## src/rtl/stream_packer_pkg.sv

```systemverilog
// rtl/stream_packer_pkg.sv - shared state encoding, mask constants and 72-bit beat field offsets
package stream_packer_pkg;

    typedef enum logic {
        ST_EMPTY = 1'b0,
        ST_HALF  = 1'b1
    } state_t;

    localparam logic [1:0] MASK_LO   = 2'b01;
    localparam logic [1:0] MASK_BOTH = 2'b11;

    // Field offsets are functions of the input word width so non-default builds stay consistent.
    function automatic int beat_lo_lsb(input int in_w);
        beat_lo_lsb = 0 * in_w;
    endfunction

    function automatic int beat_hi_lsb(input int in_w);
        beat_hi_lsb = in_w;
    endfunction

    function automatic int beat_mask_lsb(input int in_w);
        beat_mask_lsb = 2 * in_w;
    endfunction

    function automatic int beat_last_bit(input int in_w);
        beat_last_bit = 2 * in_w + 2;
    endfunction

    localparam int BEAT_WORD_W   = 32;
    localparam int BEAT_W        = 2 * BEAT_WORD_W + 8;
    localparam int BEAT_LO_LSB   = 0;
    localparam int BEAT_HI_LSB   = BEAT_WORD_W;
    localparam int BEAT_MASK_LSB = 2 * BEAT_WORD_W;
    localparam int BEAT_LAST_BIT = 2 * BEAT_WORD_W + 2;
    localparam int BEAT_PAD_LSB  = 2 * BEAT_WORD_W + 3;

endpackage

```

## src/rtl/stream_packer.sv

```systemverilog
// rtl/stream_packer.sv - packs pairs of stream words into one beat; STREAM_PACKER_STATS_EN adds pkt_count
module stream_packer
    import stream_packer_pkg::*;
#(
    parameter int IN_W  = 32,
    parameter int OUT_W = 72,
    parameter int CNT_W = 16
) (
    input  logic             clk,
    input  logic             resetn,
    input  logic [IN_W-1:0]  ss_data,
    input  logic             ss_last,
    input  logic             ss_valid,
    output logic             ss_ready,
    output logic [OUT_W-1:0] ms_data,
    output logic             ms_valid,
    input  logic             ms_ready
`ifdef STREAM_PACKER_STATS_EN
    ,
    output logic [CNT_W-1:0] pkt_count
`endif
);

    localparam int LO_LSB   = beat_lo_lsb(IN_W);
    localparam int HI_LSB   = beat_hi_lsb(IN_W);
    localparam int MASK_LSB = beat_mask_lsb(IN_W);
    localparam int LAST_BIT = beat_last_bit(IN_W);

    state_t           r_state;
    logic [IN_W-1:0]  r_hold;
    logic [OUT_W-1:0] r_ms_data;
    logic             r_ms_valid;
    logic [OUT_W-1:0] w_beat;
    logic             w_ss_ready;
    logic             w_ss_fire;
    logic             w_ms_fire;

    // The output register frees up on the same edge it is drained, so a new beat may load without a bubble.
    assign w_ss_ready = resetn && (!r_ms_valid || ms_ready);
    assign w_ss_fire  = ss_valid && w_ss_ready;
    assign w_ms_fire  = r_ms_valid && ms_ready;

    assign ss_ready = w_ss_ready;
    assign ms_data  = r_ms_data;
    assign ms_valid = r_ms_valid;

    always_comb begin
        w_beat = '0;
        if (r_state == ST_HALF) begin
            w_beat[LO_LSB +: IN_W]  = r_hold;
            w_beat[HI_LSB +: IN_W]  = ss_data;
            w_beat[MASK_LSB +: 2]   = MASK_BOTH;
            w_beat[LAST_BIT]        = ss_last;
        end else begin
            w_beat[LO_LSB +: IN_W]  = ss_data;
            w_beat[MASK_LSB +: 2]   = MASK_LO;
            w_beat[LAST_BIT]        = 1'b1;
        end
    end

    always_ff @(posedge clk) begin
        if (!resetn) begin
            r_state    <= ST_EMPTY;
            r_hold     <= '0;
            r_ms_data  <= '0;
            r_ms_valid <= 1'b0;
        end else begin
            if (w_ms_fire) begin
                r_ms_valid <= 1'b0;
            end
            if (w_ss_fire) begin
                case (r_state)
                    ST_EMPTY: begin
                        if (ss_last) begin
                            r_ms_data  <= w_beat;
                            r_ms_valid <= 1'b1;
                        end else begin
                            r_hold  <= ss_data;
                            r_state <= ST_HALF;
                        end
                    end
                    ST_HALF: begin
                        r_ms_data  <= w_beat;
                        r_ms_valid <= 1'b1;
                        r_state    <= ST_EMPTY;
                    end
                    default: r_state <= ST_EMPTY;
                endcase
            end
        end
    end

`ifdef STREAM_PACKER_STATS_EN
    logic [CNT_W-1:0] r_pkt_count;

    always_ff @(posedge clk) begin
        if (!resetn) begin
            r_pkt_count <= '0;
        end else if (w_ms_fire && r_ms_data[LAST_BIT]) begin
            r_pkt_count <= r_pkt_count + 1'b1;
        end
    end

    assign pkt_count = r_pkt_count;
`else
    logic [CNT_W-1:0] w_unused_cnt;
    assign w_unused_cnt = '0;
`endif

endmodule

```

## config.mk

```make
export PLATFORM = sky130hd
export DESIGN_NAME = stream_packer
export DESIGN_NICKNAME = d
export VERILOG_FILES = /design/src/rtl/stream_packer_pkg.sv /design/src/rtl/stream_packer.sv
export SDC_FILE = /design/constraint.sdc
export NUM_CORES = 1
export LEC_CHECK = 0
export CAP_MARGIN = 0
export CORE_ASPECT_RATIO = 1.25
export CORE_MARGIN = 3
export CORE_UTILIZATION = 47
export DETAILED_ROUTE_END_ITERATION = 6
export GPL_ROUTABILITY_DRIVEN = 1
export PLACE_DENSITY = 0.79
export SLEW_MARGIN = 20
export SYNTH_ARGS = -nofsm -noshare
export SYNTH_HDL_FRONTEND = slang
export SYNTH_SLANG_ARGS = --single-unit
```

## constraint.sdc

```tcl
create_clock -name clk -period 1.6 [get_ports clk]
set_input_delay 0.24 -clock clk [delete_from_list [all_inputs] [get_ports clk]]
set_output_delay 0.24 -clock clk [all_outputs]
set_load 0.02 [all_outputs]
```

# Yosys cells after proc, flatten, opt, wreduce, memory -nomap -nowiden
# Cells that the tools add are included.
# classes
addsub,0
multipliers,0
div_mod_pow,0
n_lt_le_gt_ge,0
n_eq_ne,1
n_shift,0
mux,11
n_bitwise,2
n_reduce_logical,7
# op_table
cell,n
$pmux 72 s2,1
$mux 72,1
$mux 32,2
$mux 1,4
$pmux 1 s2,2
$logic_and 1x1->1,3
$mux 3,1
$reduce_and 3->1,1
$ne 2x2->1 const B,1
$not 1->1,2
$reduce_and 2->1,1
$logic_not 1->1,1
$logic_or 1x1->1,1
# word_totals
ff_bits,106
latch_bits,0
ram_bits,0
romBits,0
in_bits,37
out_inout_bits,74
wordCells,25
n_memories,0

# Logic depth before layout (Yosys ltp)
# depth
depth_word,5
mapped_depth,7
ltp_nobuf,3

# Worst setup path after synthesis
# OpenSTA, ideal clock, no wires.
# synth_timing
kind,flip-flop to output port
startpoint,"register r_ms_valid, in the netlist ms_valid"
endpoint,output port ss_ready
t_arrival_ps,1226
required_time_ps,1360
setup_slack_ps,134
path_stages_with_launch,5
n_path_buf,2
path_cell_list,dfxtp_1 > nand2b_1 > buf_2 > clkbuf_1 > and2_1
# synth_between
elab_chain_len,3
# synth_rtl
item,line,rtl
start: declaration,stream_packer.sv:32,logic r_ms_valid;
start signal: assignment,stream_packer.sv:66,r_ms_valid <= 1'b0;
start signal: assignment,stream_packer.sv:69,r_ms_valid <= 1'b0;
start signal: assignment,stream_packer.sv:76,r_ms_valid <= 1'b1;
$logic_not 1->1,stream_packer.sv:39,assign w_ss_ready = resetn && (!r_ms_valid || ms_ready);
$logic_or 1x1->1,stream_packer.sv:39,
$logic_and 1x1->1,stream_packer.sv:39,
end: declaration,stream_packer.sv:14,"output logic ss_ready,"
# No other way between the ends.

# Worst setup path after layout
# layout_timing
startpoint,"register r_ms_data[38], in the netlist ms_data[38]"
endpoint,output port ms_data[38]
# layout_lines
item,line,rtl
start: declaration,stream_packer.sv:31,logic [OUT_W-1:0] r_ms_data;
start signal: assignment,stream_packer.sv:75,r_ms_data <= w_beat;
start signal: assignment,stream_packer.sv:83,r_ms_data <= w_beat;
end: declaration,stream_packer.sv:15,"output logic [OUT_W-1:0] ms_data,"
# No word-level cell between the ends.

==> results.toml <==
[routing]
wire_per_inst_um = 16.2
drt-pass1-iter-count = 4
wl_mm = 9.49
drt_iter0_drc = 188
drcViolationCount = 0
route.vias.total = 3207
via_per_inst = 5.47
drt.antenna.violating_nets = 0

[placement]
last_weighted_congestion_value_of_the_routability_driven_placer = 0.786
placed_inst_area_sq_um = 5100
numPortBuffers = 105
preCtsSetupSlack_ns = -0.185
place.detailed.instances = 571
hpwl_reported_at_the_end_of_detailed_placement_mm = 6.39

[setup_path]
path_type_of_the_worst_setup_path = "flop to output port"
cp_slowest_cell = "sky130_fd_sc_hd__clkdlybuf4s50_1"
critical_path.reg2reg.startpoint = "ms_valid$_SDFF_PN0_"
cp_num_cells = 1
timing.critical_path.from_type = "flop"
cpPeakStageDelay_ns = 0.63
crit_buf_inv = 1
reg2regPathDepth = 5
worst_ep_required_time_ns = 1.36
critPathMaxFanout = 2
slack_of_the_worst_reg_to_reg_path_ns = 0.20
crit_end_element = "output port"
critical_path.top_delay_family = "buffers and inverters"
crit_path_cell_trace = "clkdlybuf4s50_1"
endpoint_of_the_worst_slack_reg_to_reg_timing_path = "ms_data[16]$_SDFFE_PN0P_"
worstPathArrival_ns = 1.34

[yosys]
syn-cell-area_sq_um = 3930
synth-seq-area-share_pct = 51.4
synth_cells = 386
main_combinational_cell_family_by_area_after_synthesis = "multiplexers"
post_synth_and_or_nand_nor_area_fraction_pct = 12.7
muxShareOfSynthArea_pct = 16.3
synth_top_area_share_pct = 51.4
syn-mean-instance-area_sq_um = 10.2
synth-adder-area-share_pct = 0
synth_compound_area_share_pct = 12.7
ys_top_cells_by_area = "sky130_fd_sc_hd__dfxtp_1, sky130_fd_sc_hd__mux2i_1, sky130_fd_sc_hd__a22o_1"
yosysWarningCount = 0
yosys.cell_types.count = 26
ys_seq_elements = 101
synth_xor_area_share_pct = 0
post-synth-top-area-cell = "sky130_fd_sc_hd__dfxtp_1"

[finish]
fin_area_sq_um = 5370
finalCoreUtilization_pct = 67.3
final_common_cell = "sky130_fd_sc_hd__dfxtp_1"
layout-area-overhead-vs-synth_pct = 36.5
most-common-layout-cells = "sky130_fd_sc_hd__dfxtp_1, sky130_fd_sc_hd__clkdlybuf4s50_1, sky130_fd_sc_hd__nand2_1"
fin_cells = 586
layout-drive-gt1-share_pct = 8.76
nets_final = 524
diodes = 0

[pwr]
p_leak_nw = 2.43
fin_total_pwr_mw = 5.34
max-vdd-ir-drop_mv = 0.492
power_density_nw_per_um2 = 994

[clocking]
clk_root_buffer_cell = "sky130_fd_sc_hd__clkbuf_8"
numCtsBuffers = 9
tritoncts = "built"
holdBufCountCts = 0
clock_sinks = 101
cts.reportedPaths.clkPinSlew_ns = 0.09
cts_htree_levels = 3
insertion_delay_ns = 0.35
ctsLongestPathBuffers = 2
cts_setup_buffers = 0

[grt]
grt_max_degree = 58
grt_pass1_vias = 3058
global_route.usage.total_pct = 20.3
sum_of_overflow_across_all_layers_after_global_routing = 0
global_route_wire_length_before_repair_mm = 15.3
antenna_found_initial = 0

[sta]
fin_skew_ns = 0.00570
worst_pin_slew_ns = 0.590
min_period_ns = 1.58
fmax_ghz = 0.634
final_number_of_max_transition_violations = 0
setup_ws_ns = 0.0223
post-route-period-util_pct = 98.6
timing.final.setup_violations = 0
max_slew_margin_pct = 60.7
grt_setup_unrepaired = "no"
timing_hold_violations_final = 0

[die]
floorplan.initialDensity_pct = 49.3
chip_height_um = 108
i_o_pin_count = 111
die_w_um = 87.8
core.rowCount = 36
floorplan.core_area_sq_um = 7970
total_die_area_sq_um = 9500

[min_path]
min_delay_worst_endpoint = "ms_data[66]$_SDFFE_PN0P_"
holdPathStages = 4
min-delay-start = "resetn"
holdCritPathClass = "input pin to flop"

[job]
max_cap_violations = 0

[outcome]
status = "complete, no violations"
[layout make-up]
cell class	count	area, sq um
Clock buffer	11	131
Fill cell	622	2610
Timing Repair Buffer	128	1320
Multi-Input combinational cell	246	1670
Clock inverter	4	97.6
Sequential cell	101	2020
Inverter	1	3.75
Tap cell	95	119
[layer usage]
| metal | global-route usage, % | wire, um | vias up | part of all wire, % |
|---|---|---|---|---|
| li1 | - | - | 1563 | - |
| met1 | 26.0 | 4120 | 1535 | 43 |
| met2 | 33.5 | 4700 | 104 | 49 |
| met3 | 5.49 | 591 | 5 | 6.2 |
| met4 | 5.48 | 85 | 0 | 0.90 |
| met5 | 0 | 0 | - | 0 |
[tightest hold or removal path, stage by stage]
cell                      delay, ns
sky130_fd_sc_hd__buf_2         0.14
sky130_fd_sc_hd__buf_4         0.18
sky130_fd_sc_hd__nand2_1       0.07
sky130_fd_sc_hd__o21ai_1       0.05
[synth_stat cells]
cell	number
sky130_fd_sc_hd__dfxtp_1	101
sky130_fd_sc_hd__nand2_1	65
sky130_fd_sc_hd__mux2i_1	64
sky130_fd_sc_hd__o21ai_1	33
sky130_fd_sc_hd__a22o_1	32
sky130_fd_sc_hd__nand4_1	32
sky130_fd_sc_hd__clkbuf_1	15
sky130_fd_sc_hd__buf_2	12
sky130_fd_sc_hd__buf_6	9
sky130_fd_sc_hd__buf_4	6
sky130_fd_sc_hd__a21boi_1	2
sky130_fd_sc_hd__a21boi_2	1
sky130_fd_sc_hd__a21oi_1	1
sky130_fd_sc_hd__a31o_1	1
sky130_fd_sc_hd__and2_1	1
sky130_fd_sc_hd__and2_4	1
sky130_fd_sc_hd__and3_1	1
sky130_fd_sc_hd__and3_4	1
sky130_fd_sc_hd__conb_1	1
sky130_fd_sc_hd__inv_1	1
sky130_fd_sc_hd__nand2b_1	1
sky130_fd_sc_hd__nand3_1	1
sky130_fd_sc_hd__nor2_1	1
sky130_fd_sc_hd__nor2b_1	1
sky130_fd_sc_hd__o211ai_1	1
sky130_fd_sc_hd__o21a_1	1
[sequential cells by signal (all words and copies together), names as in the netlist]
register and flops:
ms_valid 1, r_hold 32, r_state 1, ms_data 67
[kinds of logic (layout without fill, tap and decap cells)]
kind of cell    count (synthesis)  in the layout
compound gates                 72             72
simple gates                  105            105
buf+inv                        43            144
other cells                     1              5
flops                         101            101
mux                            64             64
[repair_timing]
item / 4_1_cts / 5_1_grt
endpoints found under the hold margin: 0 / 0
gates resized for setup: 1 / 17
setup endpoints to repair: 1 / 17
[where the power goes]
part	internal, mW	leakage [nW]	switching, mW
clock	1.03	0.110	0.816
sequential	2.64	0.824	0.0670
combinational	0.379	1.49	0.406
[worst max-delay path by stage]
stage | start | to | slack, ns
2_1_floorplan | ms_valid$_SDFF_PN0_ | ss_ready | 0.13
3_3_place_gp | ms_ready | ss_ready | -0.15
3_5_place_dp | ms_ready | ms_data[31]$_SDFFE_PN0P_ | -0.18
4_1_cts | ms_data[5]$_SDFFE_PN0P_ | ms_data[5] | 0.008
5_1_grt | ms_data[53]$_SDFFE_PN0P_ | ms_data[53] | 0.0005
6_report | ms_data[38]$_SDFFE_PN0P_ | ms_data[38] | 0.02
[metrics by stage]
step,hold WS (ns),setup TNS [ns]
2_1_floorplan,0.373,0
3_3_place_gp,0.436,-4.94
3_5_place_dp,0.439,-7.34
4_1_cts,0.340,0
5_1_grt,0.365,0
6_report,0.364,0
Power figures use the tool's default switching activity.
